`config.mk`:
```
export PLATFORM = sky130hd
export DESIGN_NAME = countdown_timer
export DESIGN_NICKNAME = d
export VERILOG_FILES = /design/src/rtl/countdown_timer.sv
export SDC_FILE = /design/constraint.sdc
export NUM_CORES = 1
export LEC_CHECK = 0
export BUFFER_PORTS_ARGS = -buffer_cell sky130_fd_sc_hd__buf_4
export CORE_MARGIN = 5
export CORE_UTILIZATION = 35
export CTS_CLUSTER_SIZE = 28
export DETAILED_ROUTE_END_ITERATION = 8
export SYNTH_ARGS = -nofsm -noshare
export SYNTH_HDL_FRONTEND = slang
export SYNTH_SLANG_ARGS = --single-unit
```
`constraint.sdc`:
```
create_clock -name i_clk -period 1.6 [get_ports i_clk]
set_input_delay 0.08 -clock i_clk [delete_from_list [all_inputs] [get_ports i_clk]]
set_output_delay 0.08 -clock i_clk [all_outputs]
set_load 0.1 [all_outputs]
```
`src/rtl/countdown_timer.sv`:
```
// Countdown timer with BCD mm:ss display digits.
// Counts down one second per i_sec_tick while running, raises a one-cycle
// o_done pulse on reaching 00:00 and holds o_alarm until acknowledged.
module countdown_timer #(
  parameter int unsigned SEC_T_MAX = 5,
  parameter int unsigned DIG_MAX   = 9
) (
  input  logic       i_clk,
  input  logic       i_rst_n,
  input  logic       i_sec_tick,
  input  logic       i_load,
  input  logic [3:0] i_min_t,
  input  logic [3:0] i_min_u,
  input  logic [3:0] i_sec_t,
  input  logic [3:0] i_sec_u,
  input  logic       i_start_stop,
  input  logic       i_clear,
  output logic [3:0] o_min_t,
  output logic [3:0] o_min_u,
  output logic [3:0] o_sec_t,
  output logic [3:0] o_sec_u,
  output logic       o_running,
  output logic       o_done,
  output logic       o_alarm
);

  typedef enum logic [1:0] {
    IDLE  = 2'd0,
    RUN   = 2'd1,
    PAUSE = 2'd2,
    DONE  = 2'd3
  } state_t;

  localparam logic [3:0] SEC_T_LIM = 4'(SEC_T_MAX);
  localparam logic [3:0] DIG_LIM   = 4'(DIG_MAX);

  // Count is kept packed as {min_t, min_u, sec_t, sec_u}.
  state_t      state;
  state_t      state_nxt;
  logic [15:0] cnt;
  logic [15:0] cnt_nxt;
  logic [15:0] cnt_dec;
  logic        done_nxt;

  // Clamp a single preset digit to its maximum.
  function automatic logic [3:0] sat_digit(input logic [3:0] d, input logic [3:0] lim);
    sat_digit = (d > lim) ? lim : d;
  endfunction

  // Saturate all four preset digits into a legal count.
  function automatic logic [15:0] sat_preset(input logic [3:0] mt, input logic [3:0] mu,
                                             input logic [3:0] st, input logic [3:0] su);
    sat_preset = {sat_digit(mt, DIG_LIM), sat_digit(mu, DIG_LIM),
                  sat_digit(st, SEC_T_LIM), sat_digit(su, DIG_LIM)};
  endfunction

  // Subtract one second with BCD borrow; only called on a non-zero count.
  function automatic logic [15:0] dec_count(input logic [15:0] c);
    logic [3:0] mt, mu, st, su;
    {mt, mu, st, su} = c;
    if (su != 4'd0) begin
      su = su - 4'd1;
    end else begin
      su = DIG_LIM;
      if (st != 4'd0) begin
        st = st - 4'd1;
      end else begin
        st = SEC_T_LIM;
        if (mu != 4'd0) begin
          mu = mu - 4'd1;
        end else begin
          mu = DIG_LIM;
          mt = mt - 4'd1;
        end
      end
    end
    dec_count = {mt, mu, st, su};
  endfunction

  assign cnt_dec = dec_count(cnt);

  // Next-state and next-count selection in event priority order:
  // clear, load, start/stop, second tick.
  always_comb begin
    state_nxt = state;
    cnt_nxt   = cnt;
    done_nxt  = 1'b0;
    if (i_clear) begin
      cnt_nxt   = 16'h0000;
      state_nxt = IDLE;
    end else if (i_load && (state != RUN)) begin
      cnt_nxt   = sat_preset(i_min_t, i_min_u, i_sec_t, i_sec_u);
      state_nxt = IDLE;
    end else if (i_start_stop) begin
      case (state)
        IDLE:    state_nxt = (cnt != 16'h0000) ? RUN : IDLE;
        RUN:     state_nxt = PAUSE;
        PAUSE:   state_nxt = RUN;
        DONE:    state_nxt = IDLE;
        default: state_nxt = IDLE;
      endcase
    end else if (i_sec_tick && (state == RUN)) begin
      cnt_nxt = cnt_dec;
      if (cnt_dec == 16'h0000) begin
        state_nxt = DONE;
        done_nxt  = 1'b1;
      end
    end
  end

  // State, count and registered status outputs.
  always_ff @(posedge i_clk or negedge i_rst_n) begin
    if (!i_rst_n) begin
      state     <= IDLE;
      cnt       <= 16'h0000;
      o_running <= 1'b0;
      o_done    <= 1'b0;
      o_alarm   <= 1'b0;
    end else begin
      state     <= state_nxt;
      cnt       <= cnt_nxt;
      o_running <= (state_nxt == RUN);
      o_done    <= done_nxt;
      o_alarm   <= (state_nxt == DONE);
    end
  end

  assign {o_min_t, o_min_u, o_sec_t, o_sec_u} = cnt;

endmodule

```
Yosys cells after proc, flatten, opt, wreduce, memory -nomap -nowiden
Cells that the tools add are included.
{"block": "word_totals", "reg_bits": 21, "latchBits": 0, "mem_bits_rw": 0, "rom_bits": 0, "input_bits": 22, "output_inout_bits": 19, "elab_cells": 59, "mem_count": 0}
{"block": "classes", "n_addsub": 4, "mul": 0, "n_div": 0, "magnitude_cmp": 4, "eq_ne": 7, "shifts": 0, "muxes": 29, "bitwise_logic": 0, "reduce_logical": 10}
{"cell": "16-bit 2-to-1 mux", "n": 4}
{"cell": "4-bit 2-to-1 mux", "n": 13}
{"cell": "16-bit logical NOT", "n": 1}
{"cell": "16-bit nonzero test", "n": 1}
{"cell": "4-bit by 1-bit subtractor with 4-bit output (second input constant)", "n": 4}
{"cell": "4-bit greater-than comparator (second input constant)", "n": 3}
{"cell": "4-bit nonzero test", "n": 3}
{"cell": "2-bit 2-to-1 mux", "n": 5}
{"cell": "2-bit one-hot mux with 4 select lines", "n": 1}
{"cell": "2-bit == test (second input constant)", "n": 3}
{"cell": "1-bit 2-to-1 mux", "n": 6}
{"cell": "2-bit by 1-bit == test with 1-bit output (second input constant)", "n": 2}
{"cell": "4-bit by 3-bit greater-than comparator with 1-bit output (second input constant)", "n": 1}
{"cell": "3-bit by 1-bit != test with 1-bit output (second input constant)", "n": 1}
{"cell": "3-bit nonzero test", "n": 1}
{"cell": "1-bit logical AND", "n": 2}
{"cell": "2-bit logical NOT", "n": 1}
{"cell": "2-bit by 1-bit != test with 1-bit output (second input constant)", "n": 1}
{"cell": "2-bit AND reduction", "n": 1}

Longest topological paths before layout
Gate-level depths: netlist of the first run.
{"block": "logic_depth", "word_depth": 11, "mapped_depth": 6, "mapped_depth_nobuf": 6}

Worst setup path before layout of the first run
OpenSTA, ideal clock, no wires.
{"block": "synth_timing", "path_kind": "register to register", "start": "register cnt[12]", "end": "register o_running", "setup_ps": 136, "arrival_ps": 2128, "t_required_ps": 1464, "slack_ps": -665, "stages_incl_launch_ff": 7, "path_buffers": 0, "period_less_slack_ps": 2265, "path_cell_list": "dfrtp_1 -> inv_1 -> ha_1 -> and2_1 -> nand4_1 -> a2111oi_0 -> nor4b_1"}
{"block": "synth_via", "elab_chain_cells": 11, "word_cells_on_any_way": 14, "cone_classes": "1 x add/sub; 1 x eq/ne; 10 x mux; 2 x reduce/logical"}
{"item": "start: declaration", "line_no": "40", "rtl": "logic [15:0] cnt;"}
{"item": "start signal: assignment", "line_no": "121", "rtl": "cnt <= cnt_nxt;"}
{"item": "4-bit by 1-bit subtractor with 4-bit output", "line_no": "73", "rtl": "mt = mt - 4'd1;"}
{"item": "4-bit 2-to-1 mux", "line_no": "69", "rtl": "if (mu != 4'd0) begin"}
{"item": "4-bit 2-to-1 mux", "line_no": "65", "rtl": "if (st != 4'd0) begin"}
{"item": "4-bit 2-to-1 mux", "line_no": "61", "rtl": "if (su != 4'd0) begin"}
{"item": "16-bit logical NOT", "line_no": "104", "rtl": "if (cnt_dec == 16'h0000) begin"}
{"item": "2-bit 2-to-1 mux", "line_no": "104"}
{"item": "2-bit 2-to-1 mux", "line_no": "102", "rtl": "end else if (i_sec_tick && (state == RUN)) begin"}
{"item": "2-bit 2-to-1 mux (*)", "line_no": "94", "rtl": "end else if (i_start_stop) begin"}
{"item": "2-bit 2-to-1 mux (*)", "line_no": "91", "rtl": "end else if (i_load && (state != RUN)) begin"}
{"item": "2-bit 2-to-1 mux (*)", "line_no": "88", "rtl": "if (i_clear) begin"}
{"item": "2-bit by 1-bit == test with 1-bit output (*)", "line_no": "122", "rtl": "o_running <= (state_nxt == RUN);"}
{"item": "end signal: assignment", "line_no": "122"}
{"item": "end: declaration", "line_no": "22", "rtl": "output logic o_running,"}
Mark *: on every way between the ends. The rest lies on a longest branch, timed or not.
A chain may end at the register's enable or synchronous reset.

Final worst setup path of the first run
{"block": "layout_timing", "start": "register cnt[4]", "end": "register cnt[14]"}
{"block": "layout_via", "elab_chain_cells": 7}
{"item": "4-bit nonzero test", "line_no": "65"}
{"item": "4-bit 2-to-1 mux", "line_no": "65"}
{"item": "4-bit 2-to-1 mux", "line_no": "61"}
{"item": "16-bit 2-to-1 mux", "line_no": "102"}
{"item": "16-bit 2-to-1 mux", "line_no": "94"}
{"item": "16-bit 2-to-1 mux", "line_no": "91"}
{"item": "16-bit 2-to-1 mux", "line_no": "88"}
Every way passes these cells. The select of a mux whose other input is x is not followed.

==> flow_summary.toml, run 1 <==
[power_and_ir_drop]
swShare_pct = 40.35
power_per_cell_area_nw_per_um2 = 775.6
power_leakage_nw = 0.9567
switchingPower_mw = 0.7083
seqPwrFrac_pct = 34.7
pwr-share-clk_pct = 20.9
irDropWorstVdd_mv = 0.3617
power.total_mw = 1.756
p_int_mw = 1.047
power_frac_comb_pct = 44.4

[grt]
antenna_found_initial = 0
grt_pass1_wl_microns = 7728
grt-ovfl-total = 0
first_global_vias = 1571
grt_use_total_pct = 18.09
pin_count_of_the_biggest_net_entering_global_routing = 22

[synth]
mapped_area_sq_um = 1424
fraction_of_synthesis_flops_using_an_asynchronous_set_or_reset_pin_pct = 100.0
ys_seq_area_share_pct = 36.91
synth_enable_flop_cells = 0
avgSynthCellArea_sq_um = 9.430
post_synth_inst_count = 151
dominantRegCellSynth = "sky130_fd_sc_hd__dfrtp_1"
yosysWarningCount = 0
synthesis.nets = 175
ys_ff_latch = 21
yosysUniqueCellTypes = 51

[floorplanning]
floorplan.initialDensity_pct = 35.85
row_count = 23
floorplan_die_area_sq_um = 5443
fp.coreArea_sq_um = 3971
die-height_microns = 73.78
die_width_microns = 73.78
ioPinCount = 41

[final_layout]
count_of_inserted_antenna_diode_cells = 0
share_of_layout_cells_above_drive_strength_1_pct = 53.30
layout.cells.most_common_list = "sky130_fd_sc_hd__buf_4 (75), sky130_fd_sc_hd__nor2_1 (13), sky130_fd_sc_hd__dfrtp_4 (9)"
fillCellCount = 353
mostFrequentLayoutCell = "sky130_fd_sc_hd__buf_4"
flow.area_growth_from_synthesis_pct = 58.96
finalInstanceArea_sq_um = 2263
finalNetCount = 252
postLayoutCoreUtil_pct = 56.99

[placement]
numPortBuffers = 40
gp_congestion = 0.8579
post-dp-hpwl_microns = 3607
placed_cell_area_sq_um = 2078

[run]
maxCapViolations = 0

[worst_setup_path]
critPathCaptureType = "register"
critPathArrivalTime_ns = 1.90
worst-path-buf-inv = 0
cells_along_the_critical_path = "nor4_4 > nand4_2 > or3_1 > a311oi_1"
worstPathRequired_ns = 1.77
critPathSlowestCell = "sky130_fd_sc_hd__dfrtp_4"
worstSetupPathType = "reg -> reg"
crit_fanout = 5
worst_path_dominant_cell_family = "simple AND/OR/NAND/NOR gates"
critical_path.startpoint_type = "register"
max_stage_delay_ns = 0.50

[timing]
timing.final.ws_setup_ns = -0.1359
fin_crit_sh_pct = 108.5
worst_pin_slew_ns = 0.5566
finalSetupViolCount = 16
maxSlewViolCount = 0
period_minus_slack_ns = 1.736
slew_headroom_pct = 61.93
fin_skew_ns = 0.002590
maxClockFrequency_mhz = 576.1
setup_repair_after_global_routing_missed_its_margin = "yes"
final_hold_viol_count = 0

[route]
finalWirelength_microns = 4762
wl_per_cell_microns = 17.19
initialDrtViolationCount = 66
drt.antenna.violating_nets = 0
drc_errors = 0
avgViaCountPerCell = 5.657
detailedRoute.firstPassIterationCount = 4
routed-via-count = 1567

[clock_network]
clockBufferDepth = 2
cts_buffers = 3
clkSlewWorstSetupHoldPaths_ns = 0.08
clock_tree.root_cell = "sky130_fd_sc_hd__clkbuf_8"
clock_sinks = 21
insertion_delay_ns = 0.26
tritoncts_clock_tree = "built"
htree_num_levels = 1

[worst_hold_path]
holdCritPathClass = "in -> reg"

[outcome]
violated_checks = "negative setup slack"
status = "finished with violations"
-- worst register-to-register path, cell delays in order, from the launching register on --
cell	delay, ns
sky130_fd_sc_hd__dfrtp_4	0.50
sky130_fd_sc_hd__nor4_4	0.41
sky130_fd_sc_hd__nand4_2	0.18
sky130_fd_sc_hd__or3_1	0.34
sky130_fd_sc_hd__a311oi_1	0.21
-- registers in the layout, summed over array words and instances (netlist names) --
name and flops:
o_running 1, o_done 1, cnt 16, state 2, o_alarm 1
-- final timing paths --
path                                     start                  end  slack, ns  depth (start not counted)
setup / recovery            cnt[4]$_DFFE_PN0P_  cnt[14]$_DFFE_PN0P_      -0.14                          4
hold / removal                    i_start_stop     o_done$_DFF_PN0_       0.02                          2
setup reg to reg            cnt[4]$_DFFE_PN0P_  cnt[14]$_DFFE_PN0P_      -0.14                          4
hold reg to reg            cnt[15]$_DFFE_PN0P_  cnt[15]$_DFFE_PN0P_       0.65                          2
max in group asynchronous              i_rst_n  cnt[12]$_DFFE_PN0P_       1.10                          2
min in group asynchronous              i_rst_n   cnt[5]$_DFFE_PN0P_       0.24                          2
-- layer usage --
metal | up-vias | global-route usage [%] | part of all wire, %
met2 | 38 | 30.41 | 52
met3 | 8 | 3.010 | 4.7
li1 | 734 | - | -
met4 | 0 | 5.835 | 1.7
met5 | - | 0 | 0
met1 | 787 | 23.45 | 42
-- power by group through the flow --
stage / Clock, mW / Sequential (mW) / Combinational (mW)
floorplan: 0 / 0.848 / 0.223
global placement: 0 / 0.619 / 0.702
detailed placement: 0 / 0.621 / 0.716
CTS: 0.374 / 0.610 / 0.740
global route: 0.396 / 0.615 / 0.826
finish: 0.366 / 0.610 / 0.779
-- cells in the mapped netlist (all sizes together) (2+ instances only) --
| cell type | number | area share (%) |
|---|---|---|
| inv | 5 | 1.3 |
| a2111oi | 2 | 1.2 |
| a21oi | 9 | 3.2 |
| a311oi | 4 | 2.5 |
| nor3 | 6 | 2.1 |
| nor2 | 14 | 3.7 |
| clkbuf | 3 | 0.79 |
| a211o | 3 | 1.8 |
| a22o | 2 | 1.2 |
| mux2i | 2 | 1.4 |
| nor4b | 3 | 1.8 |
| nand2b | 3 | 1.3 |
| dfrtp | 21 | 37 |
| nand4 | 5 | 2.6 |
| o21ai | 5 | 1.8 |
| buf | 5 | 2.3 |
| ha | 2 | 1.8 |
| a211oi | 5 | 3.0 |
| or3 | 3 | 1.4 |
| nand3b | 4 | 2.1 |
| nor4 | 7 | 6.2 |
| o21a | 4 | 2.1 |
| a31oi | 2 | 0.88 |
| nand2 | 6 | 1.6 |
| nor2b | 4 | 1.8 |
| o31ai | 2 | 1.1 |
| xnor2 | 3 | 1.8 |
-- layout make-up --
| class | count | area (sq um) | share of cell area, % |
|---|---|---|---|
| multi-input cells | 117 | 952.2 | 42.07 |
| repair buffers | 80 | 618.1 | 27.31 |
| flip-flops and latches | 21 | 566.8 | 25.04 |
| well taps | 50 | 62.56 | 2.764 |
| clock buffers | 4 | 45.04 | 1.990 |
| inverters | 5 | 18.77 | 0.8292 |
-- cell families after synthesis --
family	Yosys count	share of synthesized area [%]
DFF	21	36.91
adders and majority gates	2	1.757
xor gates and xnor gates	4	2.461
muxes	2	1.406
buffers and inverters	13	4.394
AOI/OAI and AO/OA	46	23.55
and+or+nand+nor	63	29.53
-- stage by stage --
stage | std cells | setup TNS, ns | hold WS, ns | setup WS (ns)
2_1_floorplan | 151 | -2.550 | -0.2156 | -0.2388
3_3_place_gp | 269 | -1.747 | -0.01373 | -0.1512
3_5_place_dp | 269 | -2.875 | -0.005872 | -0.2476
4_1_cts | 276 | -1.705 | 0.01720 | -0.1502
5_1_grt | 277 | -2.727 | 0.01739 | -0.2282
6_report | 277 | -1.218 | 0.01968 | -0.1359
-- what timing repair did --
action / in CTS / in global routing
hold buffers: 1 / 0
resized for setup: 5 / 14
buffers inserted: 2 / 1
pin swaps: 6 / 10
hold endpoints to repair: 21 / 0
endpoints found under the setup margin: 19 / 20
No activity file was read; power rests on OpenSTA's default activity.
==> run 2, diff against run 1 <==
--- a/config.mk
+++ b/config.mk
@@ -10,6 +10,7 @@
 export CORE_UTILIZATION = 35
 export CTS_CLUSTER_SIZE = 28
 export DETAILED_ROUTE_END_ITERATION = 8
+export PLACE_DENSITY = 0.57
 export SYNTH_ARGS = -nofsm -noshare
 export SYNTH_HDL_FRONTEND = slang
 export SYNTH_SLANG_ARGS = --single-unit
==> run 2 against run 1 <==
Against the previous run:
- the run still ends with negative setup slack left
- flip-flop and latch count unchanged
- non-clock buffer count unchanged
- global-route usage down 0.39 points
- design area decreased by 0.72%
- worst hold slack better by 0.011 ns
- critical path depth up 1
- via count is 0.89% lower
- sequential power is essentially flat
- wire length decreased by 0.99%
- largest power group unchanged
==> flow_summary.toml, run 2 (synthesis results as in run 1) <==
[outcome]
status = "finished with violations"
violated_checks = "negative setup slack"

[worst_setup_path]
crit_fanout = 3
worstSetupPathType = "reg -> reg"
r2r.worst_path.cells = 5
worstPathRequired_ns = 1.77
max_stage_delay_ns = 0.50
critPathCaptureType = "register"
critPathSlowestCell = "sky130_fd_sc_hd__dfrtp_4"
cells_along_the_critical_path = "nor4_4 > buf_4 > nand4_2 > or3_1 > a311oi_1"
critical_path.startpoint_type = "register"
critical_path.reg2reg.startpoint = "cnt[0]$_DFFE_PN0P_"
critPathLaunch = "cnt[0]$_DFFE_PN0P_"
critPathArrivalTime_ns = 1.92
r2r_setup_slack_ns = -0.15
timing.critical_path.to = "cnt[15]$_DFFE_PN0P_"
critical_path.reg2reg.endpoint = "cnt[15]$_DFFE_PN0P_"

[timing]
fin_crit_sh_pct = 109.3
final_hold_viol_count = 0
finalSetupViolCount = 14
setup_repair_after_global_routing_missed_its_margin = "yes"
timing.setup.tns_ns = -1.356
timing.final.ws_setup_ns = -0.1494
maxClockFrequency_mhz = 571.6
fin_skew_ns = 0.002766
period_minus_slack_ns = 1.749
worst_pin_slew_ns = 0.3766
maxSlewViolCount = 0
slew_headroom_pct = 74.57
holdWs_ns = 0.03078

[route]
routed-via-count = 1553
detailedRoute.firstPassIterationCount = 4
finalWirelength_microns = 4715
wl_per_cell_microns = 17.02
avgViaCountPerCell = 5.606
drc_errors = 0
initialDrtViolationCount = 164
drt.antenna.violating_nets = 0

[power_and_ir_drop]
irDropWorstVdd_mv = 0.4227
power_leakage_nw = 0.9562
power.total_mw = 1.724
power_per_cell_area_nw_per_um2 = 767.1

[clock_network]
htree_num_levels = 1
clockBufferDepth = 2
clock_sinks = 21
clkSlewWorstSetupHoldPaths_ns = 0.08
cts_buffers = 3
insertion_delay_ns = 0.26
tritoncts_clock_tree = "built"
clock_tree.root_cell = "sky130_fd_sc_hd__clkbuf_8"

[final_layout]
finalInstanceArea_sq_um = 2247
flow.area_growth_from_synthesis_pct = 57.82
ff_latch_area_sq_um = 566.8
share_of_layout_cells_above_drive_strength_1_pct = 52.86
mostFrequentLayoutCell = "sky130_fd_sc_hd__buf_4"
postLayoutCoreUtil_pct = 56.58
layout.cells.most_common_list = "sky130_fd_sc_hd__buf_4 (77), sky130_fd_sc_hd__nor2_1 (12), sky130_fd_sc_hd__dfrtp_4 (9)"
count_of_inserted_antenna_diode_cells = 0
finalNetCount = 252
layout_top_registers = "cnt: 16 flops, state: 2 flops"
fillCellCount = 354
registers.top_by_ff_count = "cnt"
layout.cells.non_filler = 277
largest_register_ffs = 16
multi_input_comb_area_sq_um = 933.4

[floorplanning]
die-height_microns = 73.78
die_width_microns = 73.78
floorplan_die_area_sq_um = 5443
floorplan.initialDensity_pct = 35.85
row_count = 23
ioPinCount = 41
fp.coreArea_sq_um = 3971

[placement]
post_place_cells = 267
gp_congestion = 0.8957
numPortBuffers = 40
placed_cell_area_sq_um = 2076
place_ws_ns = -0.1643
post-dp-hpwl_microns = 3478

[grt]
antenna_found_initial = 0
pin_count_of_the_biggest_net_entering_global_routing = 22
grt-ovfl-total = 0
grt_use_total_pct = 17.70
grt_pass1_wl_microns = 7369
first_global_vias = 1536

[run]
maxCapViolations = 0

[worst_hold_path]
timing.hold.worst.start = "i_start_stop"
holdCritPathClass = "in -> reg"
## run 2: cell types whose count changed in the layout (fill, tap and decap cells not counted), moves of 2 or more
cell	previous run	this run
sky130_fd_sc_hd__a311oi_1	2	4
sky130_fd_sc_hd__a311oi_2	2	0
sky130_fd_sc_hd__buf_4	75	77
sky130_fd_sc_hd__buf_6	4	1
## run 2: critical path: cells and delay by family, from the launching register on
kind	cells	cell delay [ns]
buffers and inverters	1	0.16
DFF	1	0.50
and+or+nand+nor	3	0.78
AOI/OAI and AO/OA	1	0.21
## run 2: what timing repair did
item | in CTS | in global routing
hold endpoints to repair | 21 | 0
setup endpoints to repair | 15 | 19
hold buffers | 1 | 0
pin swaps | 12 | 11
setup buffers | 4 | 2
resized for setup | 10 | 4
## run 2: how the worst min path moves through the flow
stage	to	slack, ns	cells past startpoint
final	o_done$_DFF_PN0_	0.03	2
after global routing	o_done$_DFF_PN0_	0.03	2
after CTS	o_done$_DFF_PN0_	0.02	2
after detailed placement	o_alarm$_DFF_PN0_	-0.02	1
after global placement	cnt[15]$_DFFE_PN0P_	-0.02	1
after floorplan	cnt[11]$_DFFE_PN0P_	-0.22	0
## run 2: area by class of cell
class / count / area share, %
tap: 50 / 2.784
inverter: 5 / 0.8352
clock buffer: 3 / 1.837
timing repair buffer: 80 / 27.56
clock inverter: 1 / 0.2227
sequential: 21 / 25.22
multi-input combinational: 117 / 41.54
## run 2: metal layers
metal	global-route usage [%]	wire [microns]	part of all wire, %	up-vias
met4	5.231	74	1.6	0
met3	2.326	245	5.2	8
met2	30.22	2403	51	47
met5	0	0	0	-
li1	-	-	-	737
met1	23.13	1992	42	761
## run 2: report_power, final
group | internal [mW] | leakage (nW) | switching, mW
logic | 0.282 | 0.674 | 0.479
registers | 0.573 | 0.257 | 0.0350
clock network | 0.174 | 0.0255 | 0.181
==> run 3, diff against run 2 <==
--- a/config.mk
+++ b/config.mk
@@ -11,6 +11,7 @@
 export CTS_CLUSTER_SIZE = 28
 export DETAILED_ROUTE_END_ITERATION = 8
 export PLACE_DENSITY = 0.57
+export REMOVE_ABC_BUFFERS = 1
 export SYNTH_ARGS = -nofsm -noshare
 export SYNTH_HDL_FRONTEND = slang
 export SYNTH_SLANG_ARGS = --single-unit
==> run 3 against run 2 <==
Against the previous run:
- the run still ends with negative setup slack left
- wire length decreased by 1.2%
- clock skew hardly changed
- setup slack better by 0.082 ns
==> flow_summary.toml, run 3 (synthesis results as in run 1) <==
[outcome]
status = "finished with violations"
violated_checks = "negative setup slack"

[clock_network]
clkSlewWorstSetupHoldPaths_ns = 0.08
tritoncts_clock_tree = "built"
cts_buffers = 3
clock_sinks = 21
htree_num_levels = 1
clockBufferDepth = 2
insertion_delay_ns = 0.26
clock_tree.root_cell = "sky130_fd_sc_hd__clkbuf_8"

[final_layout]
postLayoutCoreUtil_pct = 55.89
count_of_inserted_antenna_diode_cells = 0
finalNetCount = 255
layout_top_registers = "cnt: 16 flops, state: 2 flops"
mostFrequentLayoutCell = "sky130_fd_sc_hd__buf_4"
share_of_layout_cells_above_drive_strength_1_pct = 47.83
largest_register_ffs = 16
layout.cells.most_common_list = "sky130_fd_sc_hd__buf_4 (80), sky130_fd_sc_hd__dfrtp_1 (21), sky130_fd_sc_hd__nor2_1 (13)"
fillCellCount = 380
flow.area_growth_from_synthesis_pct = 55.89
registers.top_by_ff_count = "cnt"

[placement]
post-dp-hpwl_microns = 3470
numPortBuffers = 40
place_ws_ns = -0.1348
gp_congestion = 0.8928

[worst_hold_path]
worst_hold_path.num_cells = 2
holdCritPathClass = "in -> reg"

[worst_setup_path]
critPathArrivalTime_ns = 1.84
crit_fanout = 5
r2r.worst_path.cells = 5
worstPathRequired_ns = 1.77
critical_path.startpoint_type = "register"
critPathCaptureType = "register"
worstSetupPathType = "reg -> reg"

[timing]
period_minus_slack_ns = 1.667
timing.final.ws_setup_ns = -0.06726
timing.setup.tns_ns = -0.2488
final_hold_viol_count = 0
slew_headroom_pct = 75.62
worst_pin_slew_ns = 0.3610
setup_repair_after_global_routing_missed_its_margin = "yes"
maxClockFrequency_mhz = 599.8
finalSetupViolCount = 7
maxSlewViolCount = 0
fin_crit_sh_pct = 104.2
fin_skew_ns = 0.002877

[floorplanning]
ioPinCount = 41
row_count = 23
die_width_microns = 73.78
floorplan.initialDensity_pct = 35.85
floorplan_die_area_sq_um = 5443
die-height_microns = 73.78
fp.coreArea_sq_um = 3971

[route]
avgViaCountPerCell = 5.514
drt.antenna.violating_nets = 0
drc_errors = 0
finalWirelength_microns = 4660
routed-via-count = 1544
wl_per_cell_microns = 16.64
detailedRoute.firstPassIterationCount = 4
initialDrtViolationCount = 117

[power_and_ir_drop]
power_per_cell_area_nw_per_um2 = 777.5
irDropWorstVdd_mv = 0.3862
power_leakage_nw = 0.9946
power.total_mw = 1.726

[grt]
grtUsageMet1_pct = 24.16
grt_use_total_pct = 17.67
globalRoute.busiestLayer = "met2"
antenna_found_initial = 0
first_global_vias = 1558
use_met2_pct = 30.12
grt-ovfl-total = 0
grt_pass1_wl_microns = 7472
pin_count_of_the_biggest_net_entering_global_routing = 22
grt_util_met3_pct = 2.326

[run]
maxCapViolations = 0
[run 3: cell count changes in the layout (fill, tap and decap cells not counted), sizes merged]
cell / before / now
clkbuf: 3 / 4
buf: 79 / 82
clkinv: 1 / 0
[run 3: per-stage QoR]
| step | std cells | hold slack, ns | area, sq um |
|---|---|---|---|
| after floorplan | 143 | -0.2156 | 1380 |
| after CTS | 276 | 0.01734 | 2125 |
| final | 280 | 0.01608 | 2220 |
| after global routing | 280 | 0.02266 | 2220 |
| after detailed placement | 269 | -0.01233 | 2013 |
| after global placement | 269 | -0.01243 | 2013 |
[run 3: timing repair]
action                     CTS  global route
gates cloned                 0             0
setup buffers                2             4
hold buffers                 1             0
setup endpoints to repair   16            19
gates resized for setup     12            13
pin swaps                   20             7
hold endpoints to repair    21             0
[run 3: report_power, final]
| group | total (mW) | internal (mW) | switching, mW |
|---|---|---|---|
| clock network | 0.362 | 0.178 | 0.185 |
| registers | 0.597 | 0.562 | 0.0344 |
| logic | 0.767 | 0.291 | 0.476 |
[run 3: final cells by class]
class	count	area (sq um)	area share (%)
clock buffers	4	45.04	2.029
inverters	5	18.77	0.8455
multi-input cells	117	934.6	42.11
flip-flops and latches	21	525.5	23.68
well taps	50	62.56	2.818
repair buffers	83	633.1	28.52
[run 3: path summary, 6_finish.rpt]
check | from | endpoint | slack [ns]
worst max-delay path | cnt[11]$_DFFE_PN0P_ | cnt[14]$_DFFE_PN0P_ | -0.07
worst min-delay path | i_start_stop | o_done$_DFF_PN0_ | 0.02
max in group asynchronous | i_rst_n | cnt[6]$_DFFE_PN0P_ | 1.13
min in group asynchronous | i_rst_n | cnt[15]$_DFFE_PN0P_ | 0.24
worst max register to register | cnt[11]$_DFFE_PN0P_ | cnt[14]$_DFFE_PN0P_ | -0.07
worst min register to register | cnt[15]$_DFFE_PN0P_ | cnt[15]$_DFFE_PN0P_ | 0.65
[run 3: per-layer routing]
layer  wire [microns]  share of wire (%)
met1             2091                 45
met2             2344                 50
met3              202                4.3
met4               22               0.47
met5                0                  0
[run 3: worst max-delay path, cell delays in order, from the launching register on]
cell	delay [ns]
sky130_fd_sc_hd__dfrtp_1	0.43
sky130_fd_sc_hd__nor4_4	0.27
sky130_fd_sc_hd__buf_4	0.17
sky130_fd_sc_hd__nand4_2	0.13
sky130_fd_sc_hd__or3_1	0.35
sky130_fd_sc_hd__a311oi_1	0.22
